==> src/rtl/srambank_arb_2p.sv <==
// Two-client arbiter and sequencer for one synchronous SRAM bank; all bank pins are registered.
// Optional build macro SRAMBANK_ARB_FIXED_PRIO_EN makes port 0 always win ties instead of round-robin.
module srambank_arb_2p #(
    parameter int AW = 9,
    parameter int DW = 18
) (
    input  logic          clk,
    input  logic          reset,
    input  logic          req0_valid,
    output logic          req0_ready,
    input  logic          req0_we,
    input  logic [AW-1:0] req0_addr,
    input  logic [DW-1:0] req0_wdata,
    input  logic          req1_valid,
    output logic          req1_ready,
    input  logic          req1_we,
    input  logic [AW-1:0] req1_addr,
    input  logic [DW-1:0] req1_wdata,
    output logic          rsp0_valid,
    output logic [DW-1:0] rsp0_rdata,
    output logic          rsp1_valid,
    output logic [DW-1:0] rsp1_rdata,
    output logic [AW-1:0] bank_address,
    output logic [DW-1:0] bank_wd,
    output logic          bank_banksel,
    output logic          bank_read,
    output logic          bank_write,
    input  logic [DW-1:0] bank_dataout
);

    typedef struct packed {
        logic is_read;
        logic port;
    } tag_t;

    logic          w_ready0, w_ready1;
    logic          w_acc0, w_acc1, w_acc;
    logic          w_port, w_we;
    logic [AW-1:0] w_addr;
    logic [DW-1:0] w_wdata;

    logic [AW-1:0] r_bank_address;
    logic [DW-1:0] r_bank_wd;
    logic          r_bank_banksel, r_bank_read, r_bank_write;
    tag_t          r_tag_iss, r_tag_bnk;
    logic          r_rsp0_valid, r_rsp1_valid;
    logic [DW-1:0] r_rsp0_rdata, r_rsp1_rdata;

`ifdef SRAMBANK_ARB_FIXED_PRIO_EN
    // NOTE: every always_comb output gets a default first so no path leaves it unassigned (no latch).
    always_comb begin
        w_ready0 = req0_valid;
        w_ready1 = req1_valid & ~req0_valid;
    end
`else
    logic r_last;

    always_comb begin
        w_ready0 = req0_valid & (~req1_valid | r_last);
        w_ready1 = req1_valid & (~req0_valid | ~r_last);
    end

    // NOTE: state registers use non-blocking assignments so every flop samples pre-edge values.
    always_ff @(posedge clk or posedge reset) begin
        if (reset)
            r_last <= 1'b1;
        else if (w_acc)
            r_last <= w_acc1;
    end
`endif

    assign w_acc0  = req0_valid & w_ready0;
    assign w_acc1  = req1_valid & w_ready1;
    assign w_acc   = w_acc0 | w_acc1;
    assign w_port  = w_acc1;
    assign w_we    = w_acc1 ? req1_we    : req0_we;
    assign w_addr  = w_acc1 ? req1_addr  : req0_addr;
    assign w_wdata = w_acc1 ? req1_wdata : req0_wdata;

    // Issue stage drives the bank; the tag then follows the read through the bank's sample edge.
    always_ff @(posedge clk or posedge reset) begin
        if (reset) begin
            r_bank_address <= '0;
            r_bank_wd      <= '0;
            r_bank_banksel <= 1'b0;
            r_bank_read    <= 1'b0;
            r_bank_write   <= 1'b0;
            r_tag_iss      <= '0;
            r_tag_bnk      <= '0;
        end else begin
            r_bank_banksel <= w_acc;
            r_bank_read    <= w_acc & ~w_we;
            r_bank_write   <= w_acc & w_we;
            r_tag_iss      <= '{is_read: w_acc & ~w_we, port: w_port};
            r_tag_bnk      <= r_tag_iss;
            if (w_acc) begin
                r_bank_address <= w_addr;
                if (w_we)
                    r_bank_wd <= w_wdata;
            end
        end
    end

    // bank_dataout is valid the cycle after the bank samples the read.
    always_ff @(posedge clk or posedge reset) begin
        if (reset) begin
            r_rsp0_valid <= 1'b0;
            r_rsp1_valid <= 1'b0;
            r_rsp0_rdata <= '0;
            r_rsp1_rdata <= '0;
        end else begin
            r_rsp0_valid <= r_tag_bnk.is_read & ~r_tag_bnk.port;
            r_rsp1_valid <= r_tag_bnk.is_read & r_tag_bnk.port;
            if (r_tag_bnk.is_read & ~r_tag_bnk.port)
                r_rsp0_rdata <= bank_dataout;
            if (r_tag_bnk.is_read & r_tag_bnk.port)
                r_rsp1_rdata <= bank_dataout;
        end
    end

    assign req0_ready   = w_ready0;
    assign req1_ready   = w_ready1;
    assign rsp0_valid   = r_rsp0_valid;
    assign rsp1_valid   = r_rsp1_valid;
    assign rsp0_rdata   = r_rsp0_rdata;
    assign rsp1_rdata   = r_rsp1_rdata;
    assign bank_address = r_bank_address;
    assign bank_wd      = r_bank_wd;
    assign bank_banksel = r_bank_banksel;
    assign bank_read    = r_bank_read;
    assign bank_write   = r_bank_write;

endmodule

==> config.mk <==
export PLATFORM = sky130hd
export DESIGN_NAME = srambank_arb_2p
export DESIGN_NICKNAME = d
export VERILOG_FILES = /design/src/rtl/srambank_arb_2p.sv
export SDC_FILE = /design/constraint.sdc
export NUM_CORES = 1
export LEC_CHECK = 0
export CAP_MARGIN = 20
export CELL_PAD_IN_SITES_DETAIL_PLACEMENT = 0
export CELL_PAD_IN_SITES_GLOBAL_PLACEMENT = 1
export CORE_ASPECT_RATIO = 1.4
export CORE_UTILIZATION = 29
export CTS_CLUSTER_SIZE = 25
export DETAILED_ROUTE_END_ITERATION = 7
export MAX_ROUTING_LAYER = met4
export PLACE_DENSITY = 0.87
export SLEW_MARGIN = 10
export SYNTH_ARGS = -nofsm -noshare
export SYNTH_HDL_FRONTEND = slang
export SYNTH_SLANG_ARGS = --single-unit
==> constraint.sdc <==
create_clock -name clk -period 2.2 [get_ports clk]
set_clock_uncertainty 0.1 [all_clocks]
set_input_delay 0.33 -clock clk [delete_from_list [all_inputs] [get_ports clk]]
set_output_delay 0.33 -clock clk [all_outputs]
set_load 0.02 [all_outputs]
# After elaboration in Yosys (flattened, before gate mapping)
# Cells that the tools add are included.
# totals
ram_bits	0
output_inout_bits	70
mem_bits_ro	0
register_bits	72
input_bits	78
latchBits	0
n_memories	0
# classes
addsub	0
n_div	0
reduce_logical	1
muxes	3
n_mul	0
n_bitwise	16
n_shift	0
eq_ne	0
magnitude_cmp	0
# ops
cell	n
two-way mux 18 bit	1
two-way mux 9 bit	1
bitwise AND 1 bit	8
inverter 1 bit	5
bitwise OR 1 bit	3
AND reduction 2 bit	1
two-way mux 1 bit	1

# Longest topological paths before layout
# Gate-level depths: netlist of run 1.
# logic_depth
depth_word	7
depth_mapped	5
depth_no_buf	3

# Least setup slack after synthesis of run 1
# Ideal clock, no wire load.
# synth_timing
path_kind	input to register
start	input req0_valid
end	register r_bank_wd[0] (netlist: bank_wd[0])
setup_ps	125
path_slack_ps	502
stages	5
required_time_ps	1975
arrival_time_ps	1473
path_cell_list	buf_2 > a21boi_2 > buf_4 > mux2_2 > mux2_4
# synth_via
elab_chain_cells	6
elab_cells_between_ends	10
# synth_lines
item	line	rtl
from (decl)	9	input logic req0_valid,
inverter 1 bit *	60	w_ready1 = req1_valid & (~req0_valid | ~r_last);
bitwise OR 1 bit *	60	
bitwise AND 1 bit *	60	
bitwise AND 1 bit *	73	assign w_acc1 = req1_valid & w_ready1;
net w_acc1	37	logic w_acc0, w_acc1, w_acc;
bitwise OR 1 bit or two-way mux 1 bit (tied branches)	74, 76	
AND reduction 2 bit (no line)	n/a	
to (signal assigned)	99	r_bank_wd <= w_wdata;
to (decl)	43	logic [DW-1:0] r_bank_wd;
# The timed path passes the listed nets; every way through them passes the cells marked *.
# A chain may end at the register's enable or synchronous reset.

# Worst setup path after layout of run 1
# layout_timing
start	register r_last
end	output req0_ready
# layout_via
elab_chain_cells	2
# layout_lines
item	line	rtl
from (decl)	56	logic r_last;
from (signal assigned)	68	r_last <= w_acc1;
bitwise OR 1 bit	59	w_ready0 = req0_valid & (~req1_valid | r_last);
bitwise AND 1 bit	59	
to (decl)	10	output logic req0_ready,
# No other way between the ends.

==> run summary, run 1 <==
Number of global-route vias before repair - 2,545
Synth area leaders - dfrtp_1, mux2_2, mux2_4, o221a_2, a21o_1
Syn Area/Cell - 15.03 um^2
Vias per cell - 4.534
Crit path max fanout - 6
Final WS setup - 0.2106 ns
H-tree levels - 3
Crit share post-route - 90.43%
Fin nets - 445
R2R Path End - bank_wd[9]$_DFFE_PP0P_
# IOs - 148
Reg2Reg Launch Point - r_last$_DFFE_PP1P_
GP Congestion - 0.7092
Sequential share of the synthesized area - 57.96%
Worst-path clk slew - 0.05 ns
Max-cap viol count - 0
Worst ir drop on vdd - 0.3797 mV
Top-area cell type share of the netlist area - 57.12%
Layout cells sized above 1 - 33.69%
Layout area overhead - 64.84%
Clock Tree Buf Depth - 2
WS Path Type - register to output pin
N_diodes - 0
Synthesized flop and latch total - 72
Worst-Skew Late Latency - 0.32 ns
Final setup fails - 0
Post-CTS Hold Buffers - 0
Critical path required time - 1.77 ns
Worst Setup Start Kind - register
Outcome - complete, no violations
Global-route wire length before repair - 12.19 mm
Data arrival, critical path - 1.56 ns
RSZ-0062 raised after global routing - false
Mapped Cells - 207
CTS Root Cell - clkbuf_16
Largest net degree at the start of global routing - 28
# DRC - 0
Port bufs - 147
PD cells - 935.3 nW/um^2
Detailed Place HPWL - 5.783 mm
Post-synth cell types - 23
GR Overflow Total - 0
Row count - 44
Fin. Hold Viols - 0
Final ANT Viol Nets - 0
Total number of vias - 2,308
WL final - 7.561 mm
Final worst path period need - 1.989 ns
TritonCTS clock tree - built
Yosys warns - 0
Starting density of the core - 29.89%
Hold WC Path Type - register to register
Dominant cell type by area after synthesis - dfrtp_1
Reg2reg setup slack - 0.38 ns
Die width - 89.53 um
Overall Global Routing Usage - 14.95%
R2r worst-path depth - 5
DR pass1 iterations - 4
Leak pwr - 2.137 nW
Initial antenna violation count - 0
Slew HR - 61.21%
Mapped cell area - 3110 um^2
Fin area - 5127 um^2
Placed cell area - 4835 um^2
Max Fclk - 502.7 MHz
Die area - 11,150 um^2
Overall power - 4.796 mW
Num CTS Buffers - 9
Crit path to - req0_ready
Post-Syn Nets - 285
Core Area - 10,410 um^2
Routed WL per cell - 14.85 um
Crit path from - r_last$_DFFE_PP1P_
# fillers - 909
Worst slew pin tran - 0.5807 ns
Iter 0 DRT Violations - 37
Final Max Slew Viols - 0
CTS Sinks - 72
Die height - 124.5 um
Pre-CTS setup slack - -0.04412 ns
Critical Path End Type - output pin
-- layout make-up --
type	instances	area (um^2)	area share, %
multi-input cells	119	1230	23.99
clock inverters	5	56.30	1.098
repair buffers	160	1604	31.28
well taps	138	172.7	3.368
inverters	5	22.52	0.4392
clock buffers	10	239.0	4.661
flip-flops and latches	72	1803	35.16
-- worst min-delay path by stage --
stage | startpoint | to | depth (start not counted)
2_1_floorplan | r_tag_iss[0]$_DFF_PP0_ | r_tag_bnk[0]$_DFF_PP0_ | 0
3_3_place_gp | r_tag_iss[0]$_DFF_PP0_ | r_tag_bnk[0]$_DFF_PP0_ | 0
3_5_place_dp | r_tag_iss[0]$_DFF_PP0_ | r_tag_bnk[0]$_DFF_PP0_ | 0
4_1_cts | r_tag_iss[0]$_DFF_PP0_ | r_tag_bnk[0]$_DFF_PP0_ | 0
5_1_grt | r_tag_iss[0]$_DFF_PP0_ | r_tag_bnk[0]$_DFF_PP0_ | 0
6_report | r_tag_iss[0]$_DFF_PP0_ | r_tag_bnk[0]$_DFF_PP0_ | 0
-- flip-flops by register name, summed over array words and instances (netlist names), 2 cells and up --
signal	cells
r_tag_bnk	2
bank_wd	18
rsp0_rdata	18
bank_address	9
r_tag_iss	2
rsp1_rdata	18
-- cells in the final DEF (no fill, tap or decap) --
master / instances
clkbuf_16: 9
nor2b_2: 1
o21ai_0: 1
clkinv_2: 2
nand2b_4: 1
mux2i_1: 1
clkbuf_8: 1
a32oi_4: 1
buf_4: 10
dfstp_2: 1
clkinvlp_4: 2
a21boi_2: 1
clkdlybuf4s50_1: 145
dfrtp_1: 71
mux2_4: 9
dlygate4sd2_1: 2
o221a_2: 9
a21boi_0: 1
bufinv_16: 1
inv_1: 4
mux2_2: 63
buf_12: 3
nand2b_1: 9
a21o_1: 9
inv_6: 1
nand2_1: 2
or2_2: 10
and2_1: 1
-- power breakdown --
| group | total [mW] | internal (mW) | switching, mW |
|---|---|---|---|
| Combinational | 1.60 | 0.913 | 0.683 |
| Sequential | 1.76 | 1.61 | 0.153 |
| Clock | 1.44 | 0.901 | 0.537 |
-- critical path, stage by stage (launching register included) --
cell and delay [ns]:
dfstp_2 0.60, nand2b_4 0.18, nand2_1 0.09, inv_1 0.06, dlygate4sd2_1 0.32
-- cells in the mapped netlist (all sizes together) --
library cell,number
nand2b,10
mux2,72
dfstp,1
dfrtp,71
mux2i,1
buf,8
a21boi,2
a32oi,1
nor2b,1
nand2,2
inv,5
and2,1
o21ai,1
a21o,9
o221a,9
clkbuf,3
or2,10
-- per-layer routing --
metal / GRT usage (%) / wire length, um / up-vias
li1: - / - / 1052
met1: 17.21 / 3101 / 1134
met2: 24.61 / 3852 / 108
met3: 2.452 / 427 / 14
met4: 7.470 / 179 / 0
met5: - / 0 / -
-- per-stage QoR --
step	hold slack [ns]	instances	setup TNS [ns]	util (%)
finish	0.2472	509	0	49.28
CTS	0.2480	509	0	49.28
global placement	0.2321	494	-0.0001557	46.46
floorplan	0.2312	207	0	-
global route	0.2494	509	0	49.28
detailed placement	0.2355	494	-0.5304	46.46
-- kinds of logic (layout without fill, tap and decap cells) --
group           Yosys count  after routing  share of synthesized area [%]
mux                      73             73                          27.47
flops                    72             72                          57.96
buf+inv                  16            180                          2.574
simple gates             24             24                          4.908
compound gates           22             22                          7.080
-- timing repair --
action,in CTS,in global routing
setup buffers,0,0
endpoints found under the hold margin,0,0
resized for setup,2,0
setup endpoints to repair,2,0
Note: power is estimated with default switching activity, not from simulation.
==> inputs of run 2 (changes only) <==
--- a/config.mk
+++ b/config.mk
@@ -14,6 +14,7 @@
 export DETAILED_ROUTE_END_ITERATION = 7
 export MAX_ROUTING_LAYER = met4
 export PLACE_DENSITY = 0.87
+export SKIP_CTS_REPAIR_TIMING = 1
 export SLEW_MARGIN = 10
 export SYNTH_ARGS = -nofsm -noshare
 export SYNTH_HDL_FRONTEND = slang
==> run summary, run 2 (synthesis gave the netlist of run 1 again) <==
Most crowded layer after global routing - met2
Final Max Slew Viols - 0 (unchanged)
Worst Hold End - r_tag_bnk[0]$_DFF_PP0_
GR Util met1 - 17.21% (unchanged)
R2R Path End - bank_wd[9]$_DFFE_PP0P_
Worst-path clk slew - 0.06 ns (about the same)
Slowest stage delay, CP - 0.58 ns (-0.02 ns)
Commonest non-fill, non-tap cells in the layout - clkdlybuf4s50_1, dfrtp_1, mux2_2
Data arrival, critical path - 2.00 ns (+0.44 ns)
Critical hold path startpoint - r_tag_iss[0]$_DFF_PP0_
GR met2 Demand/Resource - 24.61% (unchanged)
PD cells - 934.5 nW/um^2 (about the same)
Die area - 11,150 um^2 (unchanged)
Worst Setup Start Kind - primary input
Leak pwr - 2.156 nW (+0.87%)
Worst slew pin tran - 0.5807 ns (unchanged)
Total number of vias - 2,308 (unchanged)
Largest net degree at the start of global routing - 28 (unchanged)
Overall Global Routing Usage - 14.95% (unchanged)
Crit-path cells - clkdlybuf4s50_1 -> a21boi_2 -> buf_12 -> mux2_2 -> mux2_4
TritonCTS clock tree - built
Met3 global-route usage - 2.452% (unchanged)
Port bufs - 147 (unchanged)
Storage cell area - 1803 um^2 (unchanged)
Clock Tree Buf Depth - 2 (unchanged)
DR pass1 iterations - 4 (unchanged)
Crit share post-route - 85.97% (-4.5 points)
CP delay by family, top - buffers and inverters
WL final - 7.570 mm (+0.12%)
# IOs - 148 (unchanged)
Routed WL per cell - 14.87 um (+0.12%)
Hold WC Path Type - register to register
N_diodes - 0 (unchanged)
Fin. Hold Viols - 0 (unchanged)
WS Path Type - primary input to register
Row count - 44 (unchanged)
R2r worst-path depth - 5 (unchanged)
Worst Hold Depth - 0 (unchanged)
H-tree levels - 3 (unchanged)
Global-route wire length before repair - 12.19 mm (unchanged)
Vias per cell - 4.534 (unchanged)
CTS Root Cell - clkbuf_16
Max Fclk - 528.8 MHz (+5.2%)
Slew HR - 61.21% (unchanged)
Reg2reg setup slack - 0.38 ns (about the same)
Detailed Place HPWL - 5.783 mm (unchanged)
Final setup TNS - 0 ns (unchanged)
Commonest non-fill, non-tap cell in the layout - clkdlybuf4s50_1
# placed instances - 494 (unchanged)
Reg2Reg Launch Point - r_last$_DFFE_PP1P_
Non-filler instance count after layout - 509 (unchanged)
Outcome - complete, no violations
Final worst path period need - 1.891 ns (-0.09816 ns)
Worst ir drop on vdd - 0.3797 mV (about the same)
Max-cap viol count - 0 (unchanged)
RSZ-0062 raised after global routing - false
Worst-Skew Late Latency - 0.32 ns (about the same)
Hold_ws - 0.2472 ns (unchanged)
Area of the multi-input gates - 1230 um^2 (unchanged)
Iter 0 DRT Violations - 37 (unchanged)
Core Area - 10,410 um^2 (unchanged)
Critical path required time - 2.31 ns (+0.54 ns)
# fillers - 908 (-0.11%)
Initial antenna violation count - 0 (unchanged)
Starting density of the core - 29.89% (unchanged)
Crit path from - req1_valid
Final ANT Viol Nets - 0 (unchanged)
Layout cells sized above 1 - 33.69% (unchanged)
Die width - 89.53 um (unchanged)
Critical path buffers and inverters - 2 (unchanged)
GP Congestion - 0.7092 (unchanged)
Fin nets - 445 (unchanged)
# DRC - 0 (unchanged)
GR Overflow Total - 0 (unchanged)
Crit path max fanout - 21 (+15)
Number of global-route vias before repair - 2,545 (unchanged)
Die height - 124.5 um (unchanged)
Num CTS Buffers - 9 (unchanged)
Core Util, Final - 49.35% (+0.072 points)
Critical Path End Type - register
CTS Sinks - 72 (unchanged)
Layout area overhead - 65.08%
Slowest library cell on the worst path - clkdlybuf4s50_1
Final setup fails - 0 (unchanged)
## run 2: cell count changes in the layout (fill, tap and decap cells not counted), sizes merged
cell          previous run  this run
dlygate4sd2              2         0
dlymetal6s2s             0         2
## run 2: how the worst max path moves through the flow
stage / depth (start not counted) / slack, ns / to
floorplan: 5 / 0.50 / bank_wd[0]$_DFFE_PP0P_
global placement: 6 / -0.0002 / bank_wd[17]$_DFFE_PP0P_
detailed placement: 5 / -0.04 / bank_wd[3]$_DFFE_PP0P_
CTS: 4 / -0.09 / req0_ready
global route: 5 / 0.23 / bank_wd[3]$_DFFE_PP0P_
finish: 5 / 0.31 / bank_wd[3]$_DFFE_PP0P_
## run 2: area by class of cell
type | count | share of cell area, %
clock inverters | 5 | 1.096
inverters | 5 | 0.4386
repair buffers | 160 | 31.38
multi-input cells | 119 | 23.95
well taps | 138 | 3.363
flip-flops and latches | 72 | 35.11
clock buffers | 10 | 4.654
## run 2: power breakdown
group,internal [mW],switching (mW),total (mW)
logic,0.915,0.682,1.60
clock network,0.901,0.538,1.44
registers,1.61,0.154,1.76
total,3.42,1.37,4.80
## run 2: routing by layer
metal	wire length (um)	vias to the layer above
li1	-	1052
met1	3101	1134
met2	3862	108
met3	427	14
met4	179	0
met5	0	-
## run 2: through the flow
| step | setup WS, ns | cell area [um^2] | total power, mW |
|---|---|---|---|
| 2_1_floorplan | 0.5016 | 3114 | 2.559 |
| 3_3_place_gp | -0.0001557 | 4835 | 3.365 |
| 3_5_place_dp | -0.04412 | 4835 | 3.404 |
| 4_1_cts | -0.08899 | 5130 | 4.863 |
| 5_1_grt | 0.2292 | 5135 | 5.034 |
| 6_report | 0.3088 | 5135 | 4.798 |
==> inputs of run 3 (changes only) <==
--- a/config.mk
+++ b/config.mk
@@ -5,6 +5,7 @@
 export SDC_FILE = /design/constraint.sdc
 export NUM_CORES = 1
 export LEC_CHECK = 0
+export ABC_CLOCK_PERIOD_IN_PS = 2200
 export CAP_MARGIN = 20
 export CELL_PAD_IN_SITES_DETAIL_PLACEMENT = 0
 export CELL_PAD_IN_SITES_GLOBAL_PLACEMENT = 1
==> results of run 3 <==
The final DEF is identical to that of run 2; final timing and power are the same.
